--- src/rtl/hex_display_pkg.sv ---
// Shared widths, constants and scan state type for the multiplexed hex display.
package hex_display_pkg;

  localparam int DIGIT_W = 4;
  localparam int SEG_W   = 7;
  localparam int ADDR_W  = 3;
  localparam logic [SEG_W-1:0] SEG_BLANK = 7'h7F;

  typedef enum logic {SCAN, HOLD} scan_state_t;

endpackage

--- src/rtl/hex_decoder.sv ---
// Hex nibble to active-low 7-segment glyph; bit 0 is segment a.
module hex_decoder
  import hex_display_pkg::*;
(
  input  logic [DIGIT_W-1:0] digit,
  output logic [SEG_W-1:0]   seg
);

  always_comb begin
    seg = SEG_BLANK;
    unique case (digit)
      4'h0: seg = 7'h40;
      4'h1: seg = 7'h79;
      4'h2: seg = 7'h24;
      4'h3: seg = 7'h30;
      4'h4: seg = 7'h19;
      4'h5: seg = 7'h12;
      4'h6: seg = 7'h02;
      4'h7: seg = 7'h78;
      4'h8: seg = 7'h00;
      4'h9: seg = 7'h10;
      4'hA: seg = 7'h08;
      4'hB: seg = 7'h03;
      4'hC: seg = 7'h46;
      4'hD: seg = 7'h21;
      4'hE: seg = 7'h06;
      4'hF: seg = 7'h0E;
    endcase
  end

endmodule

--- src/rtl/hex_display_scanner.sv ---
// Time-multiplexed hex display: one shared decoder scans a bank of digit
// registers and latches each result into a static per-digit segment register.
module hex_display_scanner
  import hex_display_pkg::*;
#(
  parameter int NUM_DIGITS = 6,
  parameter int SCAN_DIV   = 1,
  parameter int BLINK_DIV  = 8
) (
  input  logic                        clock,
  input  logic                        reset,
  input  logic                        wr_en,
  input  logic [ADDR_W-1:0]           wr_addr,
  input  logic [DIGIT_W-1:0]          wr_data,
  input  logic                        wr_blank,
  input  logic                        wr_blink,
  input  logic                        scan_en,
  output logic                        frame_done,
  output logic [SEG_W*NUM_DIGITS-1:0] hex
);

  localparam int DIV_W = (SCAN_DIV > 1) ? $clog2(SCAN_DIV) : 1;
  localparam int FC_W  = (BLINK_DIV > 1) ? $clog2(BLINK_DIV) : 1;

  logic [DIGIT_W-1:0]    value [NUM_DIGITS];
  logic [NUM_DIGITS-1:0] blank;
  logic [NUM_DIGITS-1:0] blink;
  logic [SEG_W-1:0]      seg   [NUM_DIGITS];

  logic [ADDR_W-1:0] ptr;
  logic [DIV_W-1:0]  div_cnt;
  logic [FC_W-1:0]   frame_cnt;
  logic              blink_phase;

  scan_state_t state, next_state;
  logic        run;
  logic        tick;
  logic        last;
  logic        addr_ok;
  logic        dark;
  logic [SEG_W-1:0] dec_seg;

  assign addr_ok = ({1'b0, wr_addr} < (ADDR_W+1)'(NUM_DIGITS));
  assign tick    = run && (div_cnt == DIV_W'(SCAN_DIV - 1));
  assign last    = (ptr == ADDR_W'(NUM_DIGITS - 1));
  assign dark    = blank[ptr] | (blink[ptr] & blink_phase);

  hex_decoder u_decoder (
    .digit (value[ptr]),
    .seg   (dec_seg)
  );

  always_ff @(posedge clock) begin
    if (reset) state <= SCAN;
    else       state <= next_state;
  end

  always_comb begin
    next_state = state;
    unique case (state)
      SCAN: next_state = scan_en ? SCAN : HOLD;
      HOLD: next_state = scan_en ? SCAN : HOLD;
    endcase
  end

  // Freezing takes effect in the same cycle scan_en drops, not one cycle later.
  always_comb begin
    run = (next_state == SCAN);
  end

  always_ff @(posedge clock) begin
    if (reset) begin
      for (int i = 0; i < NUM_DIGITS; i++) value[i] <= '0;
      blank <= '1;
      blink <= '0;
    end else if (wr_en && addr_ok) begin
      value[wr_addr] <= wr_data;
      blank[wr_addr] <= wr_blank;
      blink[wr_addr] <= wr_blink;
    end
  end

  // Capture reads the pre-write register contents, so a colliding write waits a frame.
  always_ff @(posedge clock) begin
    if (reset) begin
      for (int i = 0; i < NUM_DIGITS; i++) seg[i] <= SEG_BLANK;
      ptr         <= '0;
      div_cnt     <= '0;
      frame_cnt   <= '0;
      blink_phase <= 1'b0;
      frame_done  <= 1'b0;
    end else begin
      frame_done <= tick && last;
      if (run) begin
        div_cnt <= (div_cnt == DIV_W'(SCAN_DIV - 1)) ? '0 : div_cnt + 1'b1;
      end
      if (tick) begin
        seg[ptr] <= dark ? SEG_BLANK : dec_seg;
        ptr      <= last ? '0 : ptr + 1'b1;
        if (last) begin
          if (frame_cnt == FC_W'(BLINK_DIV - 1)) begin
            frame_cnt   <= '0;
            blink_phase <= ~blink_phase;
          end else begin
            frame_cnt <= frame_cnt + 1'b1;
          end
        end
      end
    end
  end

  for (genvar g = 0; g < NUM_DIGITS; g++) begin : g_hex
    assign hex[SEG_W*g +: SEG_W] = seg[g];
  end

endmodule

--- config.mk ---
export PLATFORM = sky130hd
export DESIGN_NAME = hex_display_scanner
export DESIGN_NICKNAME = d
export VERILOG_FILES = /design/src/rtl/hex_display_pkg.sv /design/src/rtl/hex_decoder.sv /design/src/rtl/hex_display_scanner.sv
export SDC_FILE = /design/constraint.sdc
export NUM_CORES = 1
export LEC_CHECK = 0
export CORE_ASPECT_RATIO = 1.1
export CORE_UTILIZATION = 59
export DETAILED_ROUTE_END_ITERATION = 7
export GPL_TIMING_DRIVEN = 0
export PLACE_DENSITY = 0.85
export SYNTH_ARGS = -nofsm -noshare
export SYNTH_HDL_FRONTEND = slang
export SYNTH_SLANG_ARGS = --single-unit
--- constraint.sdc ---
create_clock -name clock -period 5.28 [get_ports clock]
set_clock_uncertainty 0.2 [all_clocks]
set_input_delay 1.056 -clock clock [delete_from_list [all_inputs] [get_ports clock]]
set_output_delay 1.056 -clock clock [all_outputs]
set_load 0.02 [all_outputs]
Yosys cells after proc, flatten, opt, wreduce, memory -nomap -nowiden. Memories as Yosys holds them, arrays and structs flattened. A register that Yosys moved wholly into a read port is not among the register bits. Cells that the tools add are included. W data, S select, Z words.

Bits in registers: 21. Bits in latches: 0. RAM bits: 66. Memory bits (read-only): 112. Bits of input ports: 13. Output and inout port bits: 43. Memories: 3.

Memory list: (no name shown) (words 16, bits a word 7, rd ports 1, clocked after Yosys merged registers in 0, write ports 0, RTL line hex_decoder.sv:11) `unique case (digit)`; seg (words 6, bits a word 7, rd ports 6, clocked after Yosys merged registers in 0, write ports 6, RTL line hex_display_scanner.sv:28) `logic [SEG_W-1:0] seg [NUM_DIGITS];`; value (words 6, bits a word 4, rd ports 1, clocked after Yosys merged registers in 1, write ports 6, RTL line hex_display_scanner.sv:25) `logic [DIGIT_W-1:0] value [NUM_DIGITS];`.

$add $sub $neg: 3. $mul: 0. Div/mod/pow operators: 0. Order comparisons: 4. Equality and inequality tests: 2. Shifts and indexed selects: 0. Muxes and demuxes: 28. Bitwise operators: 4. Reductions and logical operators: 8.

Operators by type and width (count): $mux W3 (6); $mux W1 (14); $mux W7 (2); $bwmux W6 (2); $lt A3 B4 Y1 const B (2); $reduce_or A7 Y1 (1); $add A3 B1 Y3 const B (2); $bmux W1 S3 (2); $eq A3 B3 Y1 const B (2); $logic_and A1 B1 Y1 (4); $mux W4 (1); $reduce_or A4 Y1 (1); $demux W1 S3 (1); $ge A3 B1 Y1 const B (1); $lt A3 B3 Y1 const B (1); $reduce_and A3 Y1 (1); $not A1 Y1 (2); $reduce_and A2 Y1 (1); $add A1 B1 Y1 const B (1); $and A1 B1 Y1 (1); $or A1 B1 Y1 (1).

Logic depth before layout (Yosys ltp). Gate-level depths: netlist of run 1.

Depth after elaboration: 7. Gate-level depth with buffers: 9. Gate-level depth less buffers: 8.

Hierarchy. Synthesis of run 1 repeated with hierarchy kept, for this count alone.

Cells, all modules: 331. Area total of the unflattened synthesis: 4295.4 um^2.

Modules (own cells, without submodules): hex_display_scanner (times used 1, cells each 299, area an instance 4020.1 um^2, seq. area each 2682.6 um^2); hex_decoder (times used 1, cells each 32, area an instance 275.3 um^2, seq. area each 0.0 um^2).

Worst setup path before layout of run 1. OpenSTA, ideal clock, no wires.

Kind: register to register. From: reg with a tool-made name. To: mem seg[5][3] (data pin). Arrival time: 2.277 ns. Slack: 2.535 ns. Cell stages (with the launch flop): 9. Buffers on the path: 1. Period minus slack after synthesis: 2.745 ns. Cell sequence: dfxtp_1 buf_6 mux4_2 mux2i_2 inv_1 ha_1 mux2_2 mux2i_4 nand2_1.

RTL lines (RTL line): to (decl) (hex_display_scanner.sv:28).

==> impl_results.md, run 1 <==
* Worst setup EP type: flop
* Initial Util at 0.625
* CP Max Fanout at 8
* Hold Crit Class: flop to flop
* Gr usage total at 0.251
* Final WS setup at 2.06 ns
* Core area at 0.00671 mm^2
* Num CTS Buffers at 9
* Vias at 2781
* Grt total ovfl at 0
* TritonCTS clock tree: done
* Area of the die at about 0.0075 mm^2
* Cell Area, Synth at roughly 0.0042 mm^2
* Initial antenna violation count at 0
* Critical Path, Cell by Cell: clkbuf_1 > mux4_2 > mux2i_2 > inv_1 > ha_1 > mux2_2 > mux2i_4 > nand2_1
* Met3 WL at a little over 500 um
* Most common cell after layout, fill and taps aside: edfxtp_1
* Clock transition at path regs at about 0.090 ns
* Share of cells above drive strength 1 at 0.102
* Synthesized flop and latch total at 97
* Vias in the first global route at between 2000 and 3000
* Sequential area share after synthesis at 0.639
* Critical path launch point type: flop
* Clock Tree Buf Depth at 2
* Slew headroom at 0.509
* Area delta synth->final at 21.3%
* PwrDens at approximately 320 mW/mm^2
* Largest net degree at the start of global routing at 18
* Clock sinks at 97
* # rows at 31
* Number of gates resized after CTS at 0
* HPWL after DPL at between 6000 and 7000 um
* Vias per cell at 5.73
* Placed cells at between 400 and 500
* Global-route wire length before repair at 13600 um
* Syn Area/Cell at 12.9 um^2
* Max layer used: met4
* Distinct cells, synth at 47
* Starting DRC count in detailed routing at 281
* WP buf/inv at 2
* Number of max-cap violations at 0
* Worst skew pair latency at 0.36 ns
* Lkg Pwr at 1.72 nW
* DIE WIDTH at 82.4 um
* Period minus WS final at 3.22 ns
* Final Hold Viols at 0
* Postcts setup bufs at 0
* RSZ-0062 raised after global routing: false
* R2R cell count at 8
* Required time worst endpoint at 5.19 ns
* Critical R2R Capture: seg[4][3]
* Slew Limit Fails at 0
* Final setup viols at 0
* CP max stage cell: mux2i_2
* Ports at 56
* Final period util at 0.609
* Non-Filler Instances at 485
* Worst slew pin tran at 0.731 ns
* Ys Warns at 0
* Root buf cell: clkbuf_8
* DR WL/cell at 17.0 um
* Cell count along the critical path at 8
* DR WL met2 at between 4000 and 5000 um
* Max Fclk at roughly 0.31 GHz
* M1 wire length at 3250 um
* Final core occ at 0.758
* Mapped Cells at 326
* Port Buf Inserts at 54
* Worst EP arrival at roughly 3.1 ns
* First-pass iteration count of the detailed router at 4
* Overall routed net length at 8260 um
* CTS Hold Bufs at 0
* H-tree Lvls at 3
* CP peak stage delay at 0.48 ns
* WS Path Type: flop to flop
* Diode count at 0
* Worst setup endpoint: seg[4][3]
* Gpl congestion at between 0.8 and 0.9
* Commonest cells after routing, fill and taps aside: edfxtp_1 (74), nand2_1 (73), clkdlybuf4s50_1 (54), nor2_1 (39), dfxtp_1 (23)
* Die H at 90.4 um
* EDFF count, synth at 74
* FFs w/ async S/R, synth at 0
* Post-route ant nets at 0
* Max IR drop VDD at about 0.24 mV
* Top_reg_cell synth: edfxtp_1
* Nets at 419
* Cell family with most CP delay: multiplexers
* Status: finished clean
* Pre-CTS WS at just over 2 ns
* DRC violations left at 0
* Final setup TNS at 0 ns
* R2R Setup Slk at 2.06 ns
-- through the flow --
step	total power [mW]	cell area [um^2]	hold WS, ns
after CTS	1.62	5090	0.302
after detailed placement	1.10	4860	0.284
after floorplan	1.04	4220	0.237
final	1.63	5090	0.301
after global placement	1.09	4860	0.263
after global routing	1.68	5090	0.328
-- Yosys cell counts, types with 2 or more instances --
library cell   n  area (um^2)
o21ai_0        3         15.0
a211oi_1       3         22.5
nor3_1         6         30.0
or2_2          2         12.5
dfxtp_1       23          460
ha_1           8          100
o211ai_1       2         15.0
a21oi_1        3         15.0
inv_1         13         48.8
xnor2_1        2         17.5
and2_1         3         18.8
a221oi_4       2         52.6
mux4_2         7          158
mux2i_1       11          110
edfxtp_1      74         2220
o22a_1         3         26.3
nor2b_1        7         43.8
nand4_1        2         12.5
mux2i_2        2         27.5
nor2_1        39          146
nand2_1       73          274
nand3_1        6         30.0
clkbuf_1       4         15.0
mux2i_4        3         67.6
a211o_1        2         17.5
o311ai_0       2         17.5
-- flip-flops by register name (all words and copies together) (netlist names), named ones only --
signal       count
blank            6
value           32
blink_phase      1
frame_done       1
blink            6
frame_cnt        3
ptr              3
seg             42
-- worst reg2reg max path, stage by stage (launching register included) --
cell,delay (ns)
dfxtp_1,0.32
clkbuf_1,0.41
mux4_2,0.41
mux2i_2,0.48
inv_1,0.16
ha_1,0.31
mux2_2,0.32
mux2i_4,0.26
nand2_1,0.10
-- power by group --
part,leakage [nW],internal [mW],total [mW],switching [mW]
sequential,0.789,0.845,0.854,0.00900
combinational,0.826,0.0909,0.234,0.143
clock,0.109,0.274,0.538,0.264
total,1.72,1.21,1.63,0.416
-- routing by layer --
metal  track usage  up-vias
met3        0.0465       21
li1              -     1302
met4         0.123        0
met5             0        -
met2         0.412      123
met1         0.315     1335
-- worst min-delay path by stage --
stage	from	slack, ns	depth (start not counted)	end
5_1_grt	blank[5]	0.33	2	blank[5]
3_5_place_dp	blank[5]	0.28	2	blank[5]
6_report	blank[5]	0.30	2	blank[5]
4_1_cts	blank[5]	0.30	2	blank[5]
2_1_floorplan	blank[1]	0.24	2	blank[1]
3_3_place_gp	blank[3]	0.26	2	blank[3]
-- cell families (layout without fill, tap and decap cells) --
kind of cell,count (synthesis),in the layout,synth area share
XOR/XNOR,3,3,0.00626
flip-flops,97,97,0.639
other,1,8,0.000894
multiplexers,25,25,0.0954
buffers and inverters,23,93,0.0274
AO/OA/AOI/OAI,25,25,0.0582
adder cells (fa/ha/maj),8,8,0.0239
AND/OR/NAND/NOR,144,144,0.149
-- cell type report --
class | count | area, um^2
Buffer | 9 | 62.6
Clock buffer | 10 | 128
Clock inverter | 6 | 96.3
Fill cell | 422 | 1620
Inverter | 14 | 52.6
Multi-Input combinational cell | 213 | 1420
Sequential cell | 97 | 2680
Tap cell | 82 | 103
Timing Repair Buffer | 54 | 541
(Power assumes the default switching activity.)
==> run 2: changes to the inputs <==
Settings changed: CORE_UTILIZATION 59 to 55, PLACE_DENSITY 0.85 to 0.8.
Clock period 5.28 ns to 3 ns, I/O delays scaled along.
==> run 2 against run 1 <==
  * Total power is 68% higher
  * Count of clock-buffer cells in the layout fell by 1
  * Largest cell class unchanged
  * Critical endpoint is now seg[0][3]
  * Sequential power is 76% higher
  * Utilization is 7.2 points lower
  * Fmax increased by 12%
  * First-iteration DRC count decreased by 25%
==> impl_results.md, run 2 (synthesis gave the netlist of run 1 again) <==
* Status: finished clean
* Slew headroom at 0.429 (-0.0798)
* Clock Tree Buf Depth at 2 (unchanged)
* # rows at 33 (+6.5%)
* Clock sinks at 97 (unchanged)
* RSZ-0062 raised after global routing: false
* Largest net degree at the start of global routing at 20 (+2)
* Commonest cells after routing, fill and taps aside: edfxtp_1 (74), nand2_1 (73), clkdlybuf4s50_1 (54), nor2_1 (39), dfxtp_1 (23)
* Initial antenna violation count at 0 (unchanged)
* Worst EP arrival at 2.76 ns (-0.37 ns)
* Area delta synth->final at 21.6%
* Post-route ant nets at 0 (unchanged)
* WS Path Type: flop to flop
* Final core occ at 0.686 (-0.0720)
* Placed cells at 474 (+1.1%)
* Vias at 2704 (-2.8%)
* Gpl congestion at 0.829 (+1.7%)
* Worst slew pin tran at 0.850 ns (+0.119 ns)
* TritonCTS clock tree: done
* Share of cells above drive strength 1 at 0.111 (+0.00965)
* Fill count at 544 (+29%)
* Met3 usage at 0.0503 (+0.00384)
* Diode count at 0 (unchanged)
* Lkg Pwr at 1.73 nW (+0.12%)
* Final period util at 0.954 (+0.344)
* Root buf cell: clkbuf_8
* DIE WIDTH at 85.3 um (+3.5%)
* Area of the die at 0.00798 mm^2 (+7.1%)
* Non-Filler Instances at 491 (+1.2%)
* Die H at 93.6 um (+3.5%)
* First-pass iteration count of the detailed router at 4 (unchanged)
* Number of max-cap violations at 0 (unchanged)
* Ports at 56 (unchanged)
* Clock transition at path regs at 0.10 ns (about the same)
* Met2 Resource Use GR at 0.364 (-0.0483)
* HPWL after DPL at 5900 um (-3.2%)
* Final Hold Viols at 0 (unchanged)
* Initial Util at 0.564 (-0.0607)
* DRC violations left at 0 (unchanged)
* Worst setup EP type: flop
* Final setup TNS at 0 ns (unchanged)
* Max Fclk at 0.350 GHz (+12%)
* PwrDens at 537 mW/mm^2 (+68%)
* CTS Hold Bufs at 0 (unchanged)
* Vias per cell at 5.51 (-4.0%)
* DR WL/cell at 16.3 um (-4.5%)
* Slew Limit Fails at 0 (unchanged)
* Gr usage total at 0.214 (-0.0372)
* Num CTS Buffers at 9 (unchanged)
* Port Buf Inserts at 54 (unchanged)
* Nets at 420 (+0.24%)
* Most flops, register: seg
* Overall routed net length at 7990 um (-3.3%)
* Core area at 0.00743 mm^2 (+11%)
* CP Max Fanout at 8 (unchanged)
* Starting DRC count in detailed routing at 211 (-25%)
* Total power at 2.74 mW (+68%)
* Pre-CTS WS at -0.220 ns (-2.24 ns)
* Max IR drop VDD at 0.292 mV (+21%)
* Final setup viols at 0 (unchanged)
* Most used routing layer in global routing: met2
* Sequential Area at 0.00268 mm^2 (unchanged)
* Max reg flops at 42 (unchanged)
* Grt total ovfl at 0 (unchanged)
* H-tree Lvls at 3 (unchanged)
* Most common cell after layout, fill and taps aside: edfxtp_1
* Global-route wire length before repair at 12900 um (-5.4%)
* Met1 Track Usage GR at 0.273 (-0.0410)
* Required time worst endpoint at 2.90 ns (-2.29 ns)
* Vias in the first global route at 2565 (-8.3%)
* Area occupied by multi-input gates at 0.00145 mm^2 (+1.5%)
* Worst skew pair latency at 0.37 ns (about the same)
* Final WS setup at 0.139 ns (-1.92 ns)
* Hold Crit Class: flop to flop
* Period minus WS final at 2.86 ns (-0.357 ns)
* Critical path launch point type: flop
* Biggest regs: seg (42), value (32)
## run 2: cell count changes in the layout (fill, tap and decap cells not counted), moves of 2 or more
cell	change
buf_4	+2
bufinv_16	-2
clkbuf_1	-2
clkinv_4	+4
inv_6	-2
mux2i_4	+2
## run 2: path summary, 6_finish.rpt
| kind | slack [ns] | start | cells past startpoint | endpoint |
|---|---|---|---|---|
| setup / recovery | 0.14 | flop | 8 | seg[0][3] |
| hold / removal | 0.28 | blink[2] | 2 | blink[2] |
| setup reg to reg | 0.14 | flop | 8 | seg[0][3] |
| hold reg to reg | 0.28 | blink[2] | 2 | blink[2] |
## run 2: through the flow
step | hold slack (ns) | cell area, um^2
floorplan | 0.237 | 4220
global placement | 0.262 | 4870
detailed placement | 0.270 | 4870
CTS | 0.284 | 5080
global route | 0.311 | 5100
finish | 0.281 | 5100
## run 2: layer usage
layer,up-vias,share of wire,wire length [um]
met2,99,0.50,3990
met4,0,0.014,109
met5,-,0,0
li1,1289,-,-
met3,10,0.055,439
met1,1306,0.43,3460
## run 2: timing repair
item / CTS / global route
gates resized for setup: 2 / 1
endpoints found under the hold margin: 0 / 0
cloned: 0 / 0
setup buffers: 0 / 2
setup endpoints to repair: 35 / 17
## run 2: layout make-up
cell class                 count  area share
buffer                         8      0.0115
timing repair buffer          56       0.109
tap                           87      0.0213
inverter                      14      0.0103
clock buffer                   9      0.0243
clock inverter                 7      0.0145
sequential                    97       0.526
multi-input combinational    213       0.283
## run 2: power by group
group | switching, mW | internal [mW]
clock network | 0.495 | 0.326
logic | 0.246 | 0.168
registers | 0.0172 | 1.49
## run 2: critical path, stage by stage (launching register included)
cell and delay [ns]:
dfxtp_1 0.33, buf_6 0.16, mux4_1 0.62, mux2i_4 0.23, inv_1 0.13, ha_1 0.25
mux2_2 0.29, mux2i_4 0.28, nand2_1 0.09
==> run 3: changes to the inputs <==
Settings changed: ABC_CLOCK_PERIOD_IN_PS from default to 3000, CTS_CLUSTER_SIZE from default to 16.
==> results of run 3 <==
Same layout as run 2: the final DEF is identical, and so are final timing and power.
